File: src/rtl/uart_core_param.sv
// Parametrised UART transceiver: programmable baud tick, TX FIFO, TX/RX framing
// with optional parity, frame error detection and internal loopback.
module uart_core_param #(
  parameter int unsigned DATA_BITS  = 8,
  parameter int unsigned PARITY_EN  = 0,
  parameter int unsigned PARITY_ODD = 0,
  parameter int unsigned STOP_BITS  = 1,
  parameter int unsigned OVERSAMPLE = 16,
  parameter int unsigned FIFO_DEPTH = 4,
  parameter int unsigned DIV_W      = 16
) (
  input  logic                 clk,
  input  logic                 reset,
  input  logic [DIV_W-1:0]     baud_div,
  input  logic                 loopback,
  input  logic [DATA_BITS-1:0] tx_data,
  input  logic                 tx_valid,
  output logic                 tx_ready,
  output logic                 tx,
  output logic                 tx_busy,
  output logic                 tx_done,
  input  logic                 rx,
  output logic [DATA_BITS-1:0] rx_data,
  output logic                 rx_valid,
  output logic                 rx_parity_err,
  output logic                 rx_frame_err
);
  localparam int unsigned OS_W = $clog2(OVERSAMPLE);
  localparam int unsigned BC_W = $clog2(DATA_BITS + 1);
  localparam int unsigned AW   = $clog2(FIFO_DEPTH);
  localparam int unsigned CW   = AW + 1;
  localparam logic        PAR_ODD = 1'(PARITY_ODD);

  typedef enum logic [2:0] {S_IDLE, S_START, S_DATA, S_PARITY, S_STOP} state_t;

  // Baud tick; the divisor is re-latched only at wrap so changes never shorten a tick
  logic [DIV_W-1:0] r_div_cnt, r_div_lat, w_div_eff;
  logic             w_tick;

  assign w_div_eff = (baud_div == '0) ? DIV_W'(1) : baud_div;
  assign w_tick    = (r_div_cnt == r_div_lat - DIV_W'(1));

  always_ff @(posedge clk) begin
    if (reset) begin
      r_div_cnt <= '0;
      r_div_lat <= w_div_eff;
    end else if (w_tick) begin
      r_div_cnt <= '0;
      r_div_lat <= w_div_eff;
    end else begin
      r_div_cnt <= r_div_cnt + DIV_W'(1);
    end
  end

  // TX FIFO
  logic [DATA_BITS-1:0] r_mem [FIFO_DEPTH];
  logic [AW-1:0]        r_wptr, r_rptr;
  logic [CW-1:0]        r_count;
  logic                 w_full, w_empty, w_wr, w_pop;

  assign w_full   = (r_count == CW'(FIFO_DEPTH));
  assign w_empty  = (r_count == '0);
  assign tx_ready = !w_full || w_pop;
  assign w_wr     = tx_valid && tx_ready;

  always_ff @(posedge clk) begin
    if (w_wr) r_mem[r_wptr] <= tx_data;
  end

  always_ff @(posedge clk) begin
    if (reset) begin
      r_wptr  <= '0;
      r_rptr  <= '0;
      r_count <= '0;
    end else begin
      if (w_wr)  r_wptr <= r_wptr + AW'(1);
      if (w_pop) r_rptr <= r_rptr + AW'(1);
      case ({w_wr, w_pop})
        2'b10:   r_count <= r_count + CW'(1);
        2'b01:   r_count <= r_count - CW'(1);
        default: r_count <= r_count;
      endcase
    end
  end

  // TX FSM
  state_t               r_tx_state, w_tx_nxt;
  logic [OS_W-1:0]      r_tx_tcnt;
  logic [BC_W-1:0]      r_tx_bcnt;
  logic [DATA_BITS-1:0] r_tx_shift;
  logic                 r_tx_par, r_tx_line, r_tx_pin, r_tx_busy, r_tx_done_q, r_tx_done;
  logic                 w_tx_bit_end, w_tx_bit, w_tx_done;

  always_comb begin
    w_tx_nxt     = r_tx_state;
    w_pop        = 1'b0;
    w_tx_done    = 1'b0;
    w_tx_bit     = 1'b1;
    w_tx_bit_end = w_tick && (r_tx_tcnt == OS_W'(OVERSAMPLE - 1));
    case (r_tx_state)
      S_IDLE: begin
        if (w_tick && !w_empty) begin
          w_tx_nxt = S_START;
          w_pop    = 1'b1;
        end
      end
      S_START: begin
        w_tx_bit = 1'b0;
        if (w_tx_bit_end) w_tx_nxt = S_DATA;
      end
      S_DATA: begin
        w_tx_bit = r_tx_shift[0];
        if (w_tx_bit_end && r_tx_bcnt == BC_W'(DATA_BITS - 1))
          w_tx_nxt = (PARITY_EN != 0) ? S_PARITY : S_STOP;
      end
      S_PARITY: begin
        w_tx_bit = r_tx_par;
        if (w_tx_bit_end) w_tx_nxt = S_STOP;
      end
      S_STOP: begin
        if (w_tx_bit_end && r_tx_bcnt == BC_W'(STOP_BITS - 1)) begin
          w_tx_done = 1'b1;
          if (!w_empty) begin
            w_tx_nxt = S_START;
            w_pop    = 1'b1;
          end else begin
            w_tx_nxt = S_IDLE;
          end
        end
      end
      default: w_tx_nxt = S_IDLE;
    endcase
  end

  // done is delayed one extra stage so it lines up with the registered tx line
  always_ff @(posedge clk) begin
    if (reset) begin
      r_tx_state  <= S_IDLE;
      r_tx_tcnt   <= '0;
      r_tx_bcnt   <= '0;
      r_tx_shift  <= '0;
      r_tx_par    <= 1'b0;
      r_tx_line   <= 1'b1;
      r_tx_pin    <= 1'b1;
      r_tx_busy   <= 1'b0;
      r_tx_done_q <= 1'b0;
      r_tx_done   <= 1'b0;
    end else begin
      r_tx_state <= w_tx_nxt;
      if (w_pop) begin
        r_tx_shift <= r_mem[r_rptr];
        r_tx_par   <= (^r_mem[r_rptr]) ^ PAR_ODD;
      end else if (r_tx_state == S_DATA && w_tx_bit_end) begin
        r_tx_shift <= r_tx_shift >> 1;
      end
      if (r_tx_state == S_IDLE)  r_tx_tcnt <= '0;
      else if (w_tick)           r_tx_tcnt <= w_tx_bit_end ? '0 : r_tx_tcnt + OS_W'(1);
      if (w_tx_nxt != r_tx_state) r_tx_bcnt <= '0;
      else if (w_tx_bit_end)      r_tx_bcnt <= r_tx_bcnt + BC_W'(1);
      r_tx_line   <= w_tx_bit;
      r_tx_pin    <= loopback | w_tx_bit;
      r_tx_busy   <= (r_tx_state != S_IDLE);
      r_tx_done_q <= w_tx_done;
      r_tx_done   <= r_tx_done_q;
    end
  end

  assign tx      = r_tx_pin;
  assign tx_busy = r_tx_busy;
  assign tx_done = r_tx_done;

  // RX synchroniser and FSM
  state_t               r_rx_state, w_rx_nxt;
  logic                 r_rx_s1, r_rx_s2, w_rx_in;
  logic [OS_W-1:0]      r_rx_tcnt, w_rx_mid;
  logic [BC_W-1:0]      r_rx_bcnt;
  logic [DATA_BITS-1:0] r_rx_shift, r_rx_data;
  logic                 r_rx_pbit, r_rx_valid, r_rx_perr, r_rx_ferr;
  logic                 w_rx_smp, w_rx_fin;

  assign w_rx_in = loopback ? r_tx_line : rx;

  always_comb begin
    w_rx_nxt = r_rx_state;
    w_rx_fin = 1'b0;
    w_rx_mid = (r_rx_state == S_START) ? OS_W'(OVERSAMPLE / 2 - 1) : OS_W'(OVERSAMPLE - 1);
    w_rx_smp = (r_rx_state != S_IDLE) && w_tick && (r_rx_tcnt == w_rx_mid);
    case (r_rx_state)
      S_IDLE:   if (!r_rx_s2) w_rx_nxt = S_START;
      S_START:  if (w_rx_smp) w_rx_nxt = r_rx_s2 ? S_IDLE : S_DATA;
      S_DATA: begin
        if (w_rx_smp && r_rx_bcnt == BC_W'(DATA_BITS - 1))
          w_rx_nxt = (PARITY_EN != 0) ? S_PARITY : S_STOP;
      end
      S_PARITY: if (w_rx_smp) w_rx_nxt = S_STOP;
      S_STOP: begin
        if (w_rx_smp) begin
          w_rx_nxt = S_IDLE;
          w_rx_fin = 1'b1;
        end
      end
      default:  w_rx_nxt = S_IDLE;
    endcase
  end

  always_ff @(posedge clk) begin
    if (reset) begin
      r_rx_s1    <= 1'b1;
      r_rx_s2    <= 1'b1;
      r_rx_state <= S_IDLE;
      r_rx_tcnt  <= '0;
      r_rx_bcnt  <= '0;
      r_rx_shift <= '0;
      r_rx_pbit  <= 1'b0;
      r_rx_data  <= '0;
      r_rx_valid <= 1'b0;
      r_rx_perr  <= 1'b0;
      r_rx_ferr  <= 1'b0;
    end else begin
      r_rx_s1    <= w_rx_in;
      r_rx_s2    <= r_rx_s1;
      r_rx_state <= w_rx_nxt;
      if (r_rx_state == S_IDLE || w_rx_smp) r_rx_tcnt <= '0;
      else if (w_tick)                      r_rx_tcnt <= r_rx_tcnt + OS_W'(1);
      if (r_rx_state != S_DATA) r_rx_bcnt <= '0;
      else if (w_rx_smp)        r_rx_bcnt <= r_rx_bcnt + BC_W'(1);
      if (r_rx_state == S_DATA && w_rx_smp)
        r_rx_shift <= {r_rx_s2, r_rx_shift[DATA_BITS-1:1]};
      if (r_rx_state == S_PARITY && w_rx_smp) r_rx_pbit <= r_rx_s2;
      r_rx_valid <= w_rx_fin;
      if (w_rx_fin) begin
        r_rx_data <= r_rx_shift;
        r_rx_perr <= (PARITY_EN != 0) && (r_rx_pbit != ((^r_rx_shift) ^ PAR_ODD));
        r_rx_ferr <= !r_rx_s2;
      end
    end
  end

  assign rx_data       = r_rx_data;
  assign rx_valid      = r_rx_valid;
  assign rx_parity_err = r_rx_perr;
  assign rx_frame_err  = r_rx_ferr;

endmodule

File: config.mk
export PLATFORM = sky130hd
export DESIGN_NAME = uart_core_param
export DESIGN_NICKNAME = d
export VERILOG_FILES = /design/src/rtl/uart_core_param.sv
export SDC_FILE = /design/constraint.sdc
export NUM_CORES = 1
export LEC_CHECK = 0
export BUFFER_PORTS_ARGS = -buffer_cell sky130_fd_sc_hd__buf_4
export CORE_ASPECT_RATIO = 1.2
export CORE_MARGIN = 5
export CORE_UTILIZATION = 45
export CTS_CLUSTER_SIZE = 25
export DETAILED_ROUTE_END_ITERATION = 8
export PLACE_DENSITY_LB_ADDON = 0.3
export SKIP_CTS_REPAIR_TIMING = 1
export SLEW_MARGIN = 20
export SYNTH_ARGS = -nofsm -noshare
export SYNTH_HDL_FRONTEND = slang
export SYNTH_SLANG_ARGS = --single-unit
File: constraint.sdc
create_clock -name clk -period 3.35 [get_ports clk]
set_input_delay 0.1675 -clock clk [delete_from_list [all_inputs] [get_ports clk]]
set_output_delay 0.1675 -clock clk [all_outputs]
set_load 0.1 [all_outputs]
Yosys cells after proc, flatten, opt, wreduce, memory -nomap -nowiden
Memory sizes are Yosys's and may differ from the RTL's. A register that Yosys moved wholly into a read port is not among the register bits.
Cells that the tools add are included.
{"block": "word_totals", "register_bits": 95, "mem_bits_rw": 32, "inputBits": 29, "output_inout_bits": 15, "wordCells": 128, "n_memories": 1}
{"name": "r_mem", "depth": 4, "word_bits": 8, "rd": 1, "rd_clocked_by_memory_dff": 1, "write_ports": 1, "line_no": "56", "source": "logic [DATA_BITS-1:0] r_mem [FIFO_DEPTH];"}
{"block": "op_classes", "add_sub_neg": 10, "eq_ne": 23, "n_mux": 35, "bitwise_logic": 2, "n_reduce_logical": 33}
{"op": "16-bit 2-to-1 mux", "n": 3}
{"op": "3-bit 2-to-1 mux", "n": 10}
{"op": "3-bit case mux with 5 select lines", "n": 2}
{"op": "16-bit by 1-bit adder with 16-bit output (second input constant)", "n": 1}
{"op": "4-bit by 1-bit adder with 4-bit output (second input constant)", "n": 4}
{"op": "16-bit equality test", "n": 1}
{"op": "16-bit logical NOT", "n": 1}
{"op": "8-bit 2-to-1 mux", "n": 2}
{"op": "16-bit by 1-bit subtractor with 16-bit output (second input constant)", "n": 1}
{"op": "3-bit by 2-bit equality test with 1-bit output (second input constant)", "n": 4}
{"op": "2-bit OR reduction", "n": 6}
{"op": "1-bit logical AND", "n": 10}
{"op": "1-bit 2-to-1 mux", "n": 10}
{"op": "2-bit != test (second input constant)", "n": 5}
{"op": "3-bit equality test (second input constant)", "n": 3}
{"op": "3-bit logical NOT", "n": 3}
{"op": "4-bit by 3-bit equality test with 1-bit output (second input constant)", "n": 2}
{"op": "4-bit 2-to-1 mux", "n": 2}
{"op": "8-bit XOR reduction", "n": 1}
{"op": "3-bit by 1-bit equality test with 1-bit output (second input constant)", "n": 2}
{"op": "2-bit 2-to-1 mux", "n": 3}
{"op": "3-bit case mux with 2 select lines", "n": 1}
{"op": "2-bit nonzero test", "n": 3}
{"op": "3-bit nonzero test", "n": 2}
{"op": "other kinds (17)", "n": 21}

Longest topological paths before layout
Gate-level depths: netlist of run 1.
{"block": "depth", "ltp_word": 10, "mapped_depth": 15, "depth_no_buf": 14}

Worst setup path before layout of run 1
OpenSTA, ideal clock, no wires.
{"block": "synth_timing", "path_type": "reg2reg", "startpoint": "register r_div_lat[0]", "endpoint": "register r_count[2]", "setup_ns": 0.127, "arrival_time_ns": 3.581, "required_time_ns": 3.223, "setup_slack_ns": -0.358, "stages_incl_launch_ff": 16, "path_buffers": 1, "period_less_slack_ns": 3.708, "path_cell_list": "edfxtp_1 inv_1 ha_1 or4b_4 nor4b_4 nor2_1 a311oi_1 nand2_1 clkbuf_1 nand3_1 nor2_1 fa_1 and4_1 a31oi_1 o21ai_0 or3_1"}
{"block": "synth_via", "elab_chain_len": 10, "word_cells_on_any_way": 14, "classes_between": "add/sub (1); eq/ne (3); mux (4); reduce/logical (6)"}
{"element": "from (decl)", "line_no": "37", "source": "logic [DIV_W-1:0] r_div_cnt, r_div_lat, w_div_eff;"}
{"element": "from (signal assigned)", "line_no": "46", "source": "r_div_lat <= w_div_eff;"}
{"element": "from (signal assigned)", "line_no": "49", "source": "r_div_lat <= w_div_eff;"}
{"element": "16-bit by 1-bit subtractor with 16-bit output (*)", "line_no": "41", "source": "assign w_tick = (r_div_cnt == r_div_lat - DIV_W'(1));"}
{"element": "16-bit equality test (*)", "line_no": "41"}
{"element": "1-bit logical AND", "line_no": "99", "source": "w_tx_bit_end = w_tick && (r_tx_tcnt == OS_W'(OVERSAMPLE - 1));"}
{"element": "1-bit logical AND", "line_no": "121", "source": "if (w_tx_bit_end && r_tx_bcnt == BC_W'(STOP_BITS - 1)) begin"}
{"element": "1-bit 2-to-1 mux", "line_no": "121"}
{"element": "1-bit case mux with 2 select lines (*)", "line_no": "100", "source": "case (r_tx_state)"}
{"element": "1-bit logical OR", "line_no": "63", "source": "assign tx_ready = !w_full || w_pop;"}
{"element": "1-bit logical AND", "line_no": "64", "source": "assign w_wr = tx_valid && tx_ready;"}
{"element": "2-bit by 1-bit equality test with 1-bit output or 2-bit equality test (tied branches)", "line_no": "78", "source": "case ({w_wr, w_pop})"}
{"element": "3-bit case mux with 2 select lines or 2-bit nonzero test (tied branches)"}
{"element": "to (signal assigned)", "line_no": "79", "source": "2'b10: r_count <= r_count + CW'(1);"}
{"element": "to (signal assigned)", "line_no": "80", "source": "2'b01: r_count <= r_count - CW'(1);"}
{"element": "to (signal assigned)", "line_no": "81", "source": "default: r_count <= r_count;"}
{"element": "to (decl)", "line_no": "58", "source": "logic [CW-1:0] r_count;"}
Mark *: on every way between the ends. The rest lies on a longest branch, timed or not.
A chain may end at the register's enable or synchronous reset.

Worst setup path after layout of run 1
{"block": "layout_timing", "startpoint": "register r_div_lat[0]", "endpoint": "output tx_ready"}
{"block": "layout_via", "elab_chain_len": 7, "word_cells_on_any_way": 9, "classes_between": "add/sub (1); eq/ne (1); mux (3); reduce/logical (4)"}
{"element": "16-bit by 1-bit subtractor with 16-bit output (*)", "line_no": "41"}
{"element": "16-bit equality test (*)", "line_no": "41"}
{"element": "1-bit logical AND", "line_no": "99"}
{"element": "1-bit logical AND", "line_no": "121"}
{"element": "1-bit 2-to-1 mux", "line_no": "121"}
{"element": "1-bit case mux with 2 select lines (*)", "line_no": "100"}
{"element": "1-bit logical OR (*)", "line_no": "63"}
{"element": "to (decl)", "line_no": "18", "source": "output logic tx_ready,"}
Marks and branches as above.

==> metrics.txt, run 1 <==
Via Count 4382; Detailed Route WL ~12000 um; Pins Over Slew Limit 0; htree depth 4; core area ~0.013 sq mm; grt ovf 0; critical path class reg2out; Pre-antenna DRT Iters 4; final worst slack -0.0760 ns; Worst Hold Class in2reg; static leakage ~2.7 nW; leading cell types in the layout, fill and taps excluded 81 x dfxtp_1, 75 x buf_4, 59 x nor2_1; Routed Antenna Nets 0; crit-path cells inv_1 -> ha_2 -> or4b_4 -> or3_4 -> o21ai_2 -> nand4_2 -> nor4_4 -> buf_6 -> a31o_4 -> buf_6 -> buf_12; Die Footprint roughly 0.016 sq mm; wire per inst around 14 um; via/cell ratio around 5.3; Tot GR Track Use 0.158; Seq/Total Area, Yosys 0.516; clk slew on worst S/H paths roughly 0.06 ns; CTS Buf Count 17; pwr dens ~500 mW/mm^2; status finished with violations; CP max stage cell or4b_4; Mean Syn Cell Area about 10 sq um; Mapped Area 0.00593 sq mm; Worst Tran Pin Value between 0.6 and 0.7 ns; antenna cells 0; pin count of the biggest net entering global routing roughly 40; final setup violating endpoints 3; Warnings, synthesis 0; crit path max fanout 5; count of cell types in the netlist roughly 70; critical register-to-register path startpoint r_div_lat[0]$_SDFFCE_PN1P_; CTS Root Cell clkbuf_16; fraction of layout cells with a size suffix above 1 0.229; Worst Path Required 3.18 ns; Non-Filler Instances ~830; CTS tree built; number of synthesized flops with an enable pin 48; Longest Clk Path Bufs 2; placed cell area around 0.0065 sq mm; Chip Height roughly 140 um; IO Pins 44; reg2reg end r_rx_state[1]$_SDFFE_PP0P_; clock skew slightly below 0.01 ns; Worst setup EP type output port; asr flop ratio synth 0; Starting Density 0.454; die width 115 um; Rows between 40 and 50; IO buf count 42; fin crit period 3.43 ns; Iter 0 DRT Violations between 150 and 200; commonest non-fill, non-tap cell in the layout dfxtp_1; most frequent CP cell buf_6; post-synthesis cell count approximately 570; latest clock arrival within the worst-skew pair roughly 0.42 ns; Final Instance Area 0.00752 sq mm; cell family with most CP delay simple AND/OR/NAND/NOR gates; Syn Nets ~600; Max-cap violations 0; Setup TNS Final -0.150 ns; hold slack final 0.0134 ns; Worst Path Arrival 3.26 ns; Area Growth Syn to Fin 26.9%; Worst Setup Start Kind flop; Seq cells post-synth between 100 and 150; DP Wirelength between 8000 and 9000 um; residual DRC count 0; hold worst-path end r_rx_s1$_SDFF_PP1_; Min-Delay Path Depth 3; initial antenna violation count 0; vias in the first global route about 4200; Worst Path Buf+Inv 4; clk sinks between 100 and 150; slowest stage delay, CP just over 0.5 ns; Hold Crit Start rx; first-pass GRT wire length roughly 20000 um; setup slack, reg-to-reg -0.06 ns; failing checks negative setup slack; Top FF cell, synth dfxtp_1; VDD IR max 0.000313 V; RSZ-0062 raised after global routing yes; fin crit share 1.02; Slew HR 0.567; Post-Place Cells between 700 and 800; R2R depth 12; FMAX 292 MHz; Placer Congestion between 0.8 and 0.9; Hold Fails Final Rpt 0; fin nets roughly 700
## metrics by stage
step | util | worst slack [ns] | total power, mW
after global routing | 0.576 | -0.175 | 3.88
after floorplan | - | -0.131 | 1.86
after global placement | 0.500 | 0.106 | 1.93
after detailed placement | 0.500 | 0.00297 | 1.94
final | 0.576 | -0.0760 | 3.73
after CTS | 0.545 | -0.256 | 3.74
## layout make-up
class / instances / area, sq um
Fill cell: 1088 / 5540
Sequential cell: 129 / 3060
Timing Repair Buffer: 103 / 866
Clock buffer: 17 / 425
Tap cell: 168 / 210
Clock inverter: 15 / 161
Inverter: 14 / 52.6
Multi-Input combinational cell: 387 / 2750
## worst register-to-register path: cells and delay by family (launching register included)
| kind | cells | cell delay (ns) |
|---|---|---|
| AND/OR/NAND/NOR | 6 | 2.05 |
| flip-flops | 1 | 0.40 |
| buffers and inverters | 3 | 0.36 |
| AO/OA/AOI/OAI | 2 | 0.35 |
| adder cells (fa/ha/maj) | 1 | 0.17 |
## logic make-up after synthesis
family                     share of synthesized area
muxes                                         0.0677
other                                       0.000632
AOI/OAI and AO/OA                             0.0842
buffers and inverters                         0.0344
adders and majority gates                     0.0266
xor gates and xnor gates                      0.0738
DFF                                            0.516
and+or+nand+nor                                0.196
## worst max path at each step
stage | from | end | slack [ns] | cells past startpoint
final | r_div_lat[0]$_SDFFCE_PN1P_ | tx_ready | -0.08 | 11
after global routing | r_div_lat[0]$_SDFFCE_PN1P_ | tx_ready | -0.18 | 11
after CTS | r_div_lat[0]$_SDFFCE_PN1P_ | tx_ready | -0.26 | 11
after detailed placement | r_div_lat[0]$_SDFFCE_PN1P_ | r_count[2]$_SDFFE_PP0P_ | 0.003 | 14
after global placement | r_div_lat[1]$_SDFFCE_PN0P_ | r_count[2]$_SDFFE_PP0P_ | 0.11 | 14
after floorplan | r_div_lat[0]$_SDFFCE_PN1P_ | r_count[2]$_SDFFE_PP0P_ | -0.13 | 15
## routing by layer
layer / wire length (um) / GRT usage / share of wire
met5: 0 / 0 / 0
met4: 221 / 0.0678 / 0.018
met3: 355 / 0.0286 / 0.029
met2: 6220 / 0.270 / 0.51
met1: 5280 / 0.196 / 0.44
## cells in the mapped netlist, drive strengths merged (2+ instances only)
library cell / n / area (sq um)
a211oi: 4 / 30.0
a21o: 2 / 15.0
a21oi: 18 / 90.1
a22oi: 7 / 52.6
a31oi: 8 / 50.1
and2: 4 / 25.0
and3: 11 / 68.8
buf: 9 / 46.3
clkbuf: 28 / 105
dfxtp: 81 / 1620
edfxtp: 48 / 1440
ha: 11 / 138
inv: 14 / 52.6
mux2i: 21 / 210
mux4: 8 / 180
nand2: 35 / 131
nand2b: 2 / 12.5
nand3: 29 / 145
nand3b: 4 / 30.0
nand4: 9 / 62.6
nor2: 61 / 229
nor3: 22 / 126
nor3b: 4 / 30.0
nor4: 6 / 58.8
nor4b: 2 / 32.5
o211ai: 3 / 22.5
o21a: 2 / 15.0
o21ai: 18 / 93.8
o31ai: 3 / 22.5
or2: 6 / 37.5
or3: 10 / 63.8
or4: 2 / 15.0
or4b: 4 / 43.8
xnor2: 27 / 236
xor2: 23 / 201
## sequential cells by signal, summed over array words and instances (netlist names), 4 cells and up, named ones only
name / flops
r_rx_shift: 8
r_tx_shift: 8
r_tx_tcnt: 4
r_rx_tcnt: 4
r_div_cnt: 16
r_tx_bcnt: 4
rx_data: 8
r_mem: 32
r_rx_bcnt: 4
r_div_lat: 16
## power breakdown
group	internal [mW]	switching (mW)
combinational	0.120	0.125
clock	1.00	0.798
sequential	1.66	0.0242
Power figures use the tool's default switching activity.
==> inputs of run 2 (changes only) <==
--- a/constraint.sdc
+++ b/constraint.sdc
@@ -3,2 +3,2 @@
 set_output_delay 0.1675 -clock clk [all_outputs]
-set_load 0.1 [all_outputs]
+set_load 0.05 [all_outputs]
==> run 2 against run 1 <==
Net effect:
- the flow still finishes with violations (negative setup slack)
- cell count fell by 0.60%
- clock-buffer cell count did not move
- clock power barely moved
- global-route usage rose by 0.29 points
- die area did not move
- cell area fell by 0.33%
- wire length rose by 1.1%
- utilization fell by 0.19 points
- clock skew rose by 0.012 ns
- first-iteration DRC count rose by 20%
- hold slack improved by 0.0064 ns
==> metrics.txt, run 2 (synthesized netlist as in run 1, its figures left out) <==
status finished with violations; failing checks negative setup slack; FMAX 293 MHz (+0.34%); clk slew on worst S/H paths 0.06 ns (about the same); Sw Share 0.245 (-0.00929); Worst setup EP type output port; pwr dens 502 mW/mm^2 (+1.3%); clk sinks 129 (unchanged); IO buf count 42 (unchanged); Worst Path Arrival 3.25 ns (about the same); placed cell area 0.00654 sq mm (unchanged); Worst Path Required 3.18 ns (about the same); CTS Root Cell clkbuf_16; Int Pwr 2.84 mW (+2.2%); Routed Antenna Nets 0 (unchanged); residual DRC count 0 (unchanged); fin nets 688 (-0.72%); VDD IR max 0.000316 V (+0.90%); Longest Clk Path Bufs 2 (unchanged); Worst Setup SP r_div_lat[0]$_SDFFCE_PN1P_; Pins Over Slew Limit 0 (unchanged); critical register-to-register path startpoint r_div_lat[0]$_SDFFCE_PN1P_; hold worst-path end r_rx_s1$_SDFF_PP1_; Sequential Power Share 0.448 (-0.004); latest clock arrival within the worst-skew pair 0.43 ns (about the same); antenna cells 0 (unchanged); Iter 0 DRT Violations 212 (+20%); fin crit period 3.41 ns (-0.0115 ns); leading cell types in the layout, fill and taps excluded 81 x dfxtp_1, 69 x buf_4, 59 x nor2_1; Starting Density 0.454 (unchanged); combinational power share 0.065 (about the same); static leakage 2.71 nW (-0.80%); clock skew 0.0217 ns (+0.0118 ns); initial antenna violation count 0 (unchanged); via/cell ratio 5.32 (+1.1%); post-layout power 3.76 mW (+0.93%); net switching power 0.922 mW (-2.8%); CTS Buf Count 17 (unchanged); Detailed Route WL 12200 um (+1.1%); Min-Delay Path Depth 3 (unchanged); RSZ-0062 raised after global routing yes; Largest register FFs 32 (unchanged); Pre-antenna DRT Iters 4 (unchanged); first-pass GRT wire length 19900 um (+1.6%); Tot GR Track Use 0.161 (+0.00290); Hold Crit Start rx; area of the multi-input gates 0.00276 sq mm (+0.32%); Biggest register r_mem; core area 0.0131 sq mm (unchanged); critical path class reg2out; wire per inst 14.7 um (+1.7%); Slew HR 0.398 (-0.169); Worst Tran Pin Value 0.896 ns (+0.253 ns); CTS tree built; Chip Height 136 um (unchanged); commonest non-fill, non-tap cell in the layout dfxtp_1; DP Wirelength 8330 um (+1.2%); Layout Utilization 0.574 (-0.00192); fin crit share 1.02 (-0.00343); R2R depth 15 (+3); Worst Hold Class in2reg; Rows 46 (unchanged); final-layout fill cell count 1056 (-2.9%); Clk pwr share 0.487 (+0.005); grt ovf 0 (unchanged); final worst slack -0.0645 ns (+0.0115 ns); Hold Fails Final Rpt 0 (unchanged); die width 115 um (unchanged); Worst Setup Start Kind flop; vias in the first global route 4292 (+3.0%); Regs by FF count r_mem (32), r_div_cnt (16), r_div_lat (16); Die Footprint 0.0156 sq mm (unchanged); fraction of layout cells with a size suffix above 1 0.223 (-0.00584); Via Count 4404 (+0.50%); IO Pins 44 (unchanged); Final Instance Area 0.00750 sq mm (-0.33%); setup slack, reg-to-reg -0.03 ns (+0.03 ns); final setup violating endpoints 2 (-1); reg2reg end r_count[2]$_SDFFE_PP0P_; Sequential cell area 0.00306 sq mm (unchanged); post-place setup slack 0.0270 ns (+0.0240 ns); crit path max fanout 8 (+3); pin count of the biggest net entering global routing 41 (unchanged); Placer Congestion 0.849 (+3.5%); Area Growth Syn to Fin 26.4%; htree depth 4 (unchanged); Max-cap violations 0 (unchanged)
[run 2: cell count changes in the layout (fill, tap and decap cells not counted), moves of 2 or more]
cell / change
and3_2: +3
and3_4: -3
clkinv_4: +2
buf_4: -6
inv_6: -2
[run 2: metal layers]
layer / wire (um) / track usage / vias up
met1: 5230 / 0.191 / 2094
met2: 6370 / 0.270 / 91
met3: 397 / 0.0416 / 17
met4: 216 / 0.0809 / 0
met5: 0 / 0 / -
li1: - / - / 2202
[run 2: area by class of cell]
cell class / count / area share
clock inverters: 15 / 0.0229
inverters: 14 / 0.00701
flip-flops and latches: 129 / 0.408
multi-input cells: 387 / 0.367
clock buffers: 17 / 0.0567
well taps: 168 / 0.0280
repair buffers: 98 / 0.110
[run 2: through the flow]
step | hold slack, ns | TNS (ns) | cells
after global routing | 0.0234 | -0.483 | 828
after CTS | -0.0888 | -0.193 | 796
after detailed placement | 0.356 | 0 | 764
after floorplan | 0.266 | -0.181 | 567
after global placement | 0.355 | 0 | 764
final | 0.0198 | -0.0976 | 828
[run 2: worst max-delay path: stages, from the launching register on]
cell	delay, ns
edfxtp_1	0.39
inv_1	0.07
ha_2	0.16
or4b_4	0.50
or3_4	0.42
o21ai_4	0.19
nand4_4	0.11
nor4_4	0.28
buf_6	0.18
a31o_4	0.20
buf_4	0.16
buf_6	0.16
[run 2: power by group through the flow]
| stage | Combinational (mW) | Clock, mW | Sequential [mW] |
|---|---|---|---|
| after detailed placement | 0.213 | 0 | 1.72 |
| final | 0.244 | 1.83 | 1.69 |
| after global routing | 0.267 | 1.95 | 1.69 |
| after global placement | 0.206 | 0 | 1.72 |
| after floorplan | 0.141 | 0 | 1.72 |
| after CTS | 0.213 | 1.87 | 1.69 |
[run 2: worst max-delay path by stage]
stage                                   end  slack (ns)  cells past startpoint
floorplan           r_count[2]$_SDFFE_PP0P_       -0.13                     15
global placement    r_count[2]$_SDFFE_PP0P_        0.14                     14
detailed placement  r_count[2]$_SDFFE_PP0P_        0.03                     14
CTS                                tx_ready       -0.19                     11
global route        r_count[2]$_SDFFE_PP0P_       -0.19                     15
finish                             tx_ready       -0.06                     11
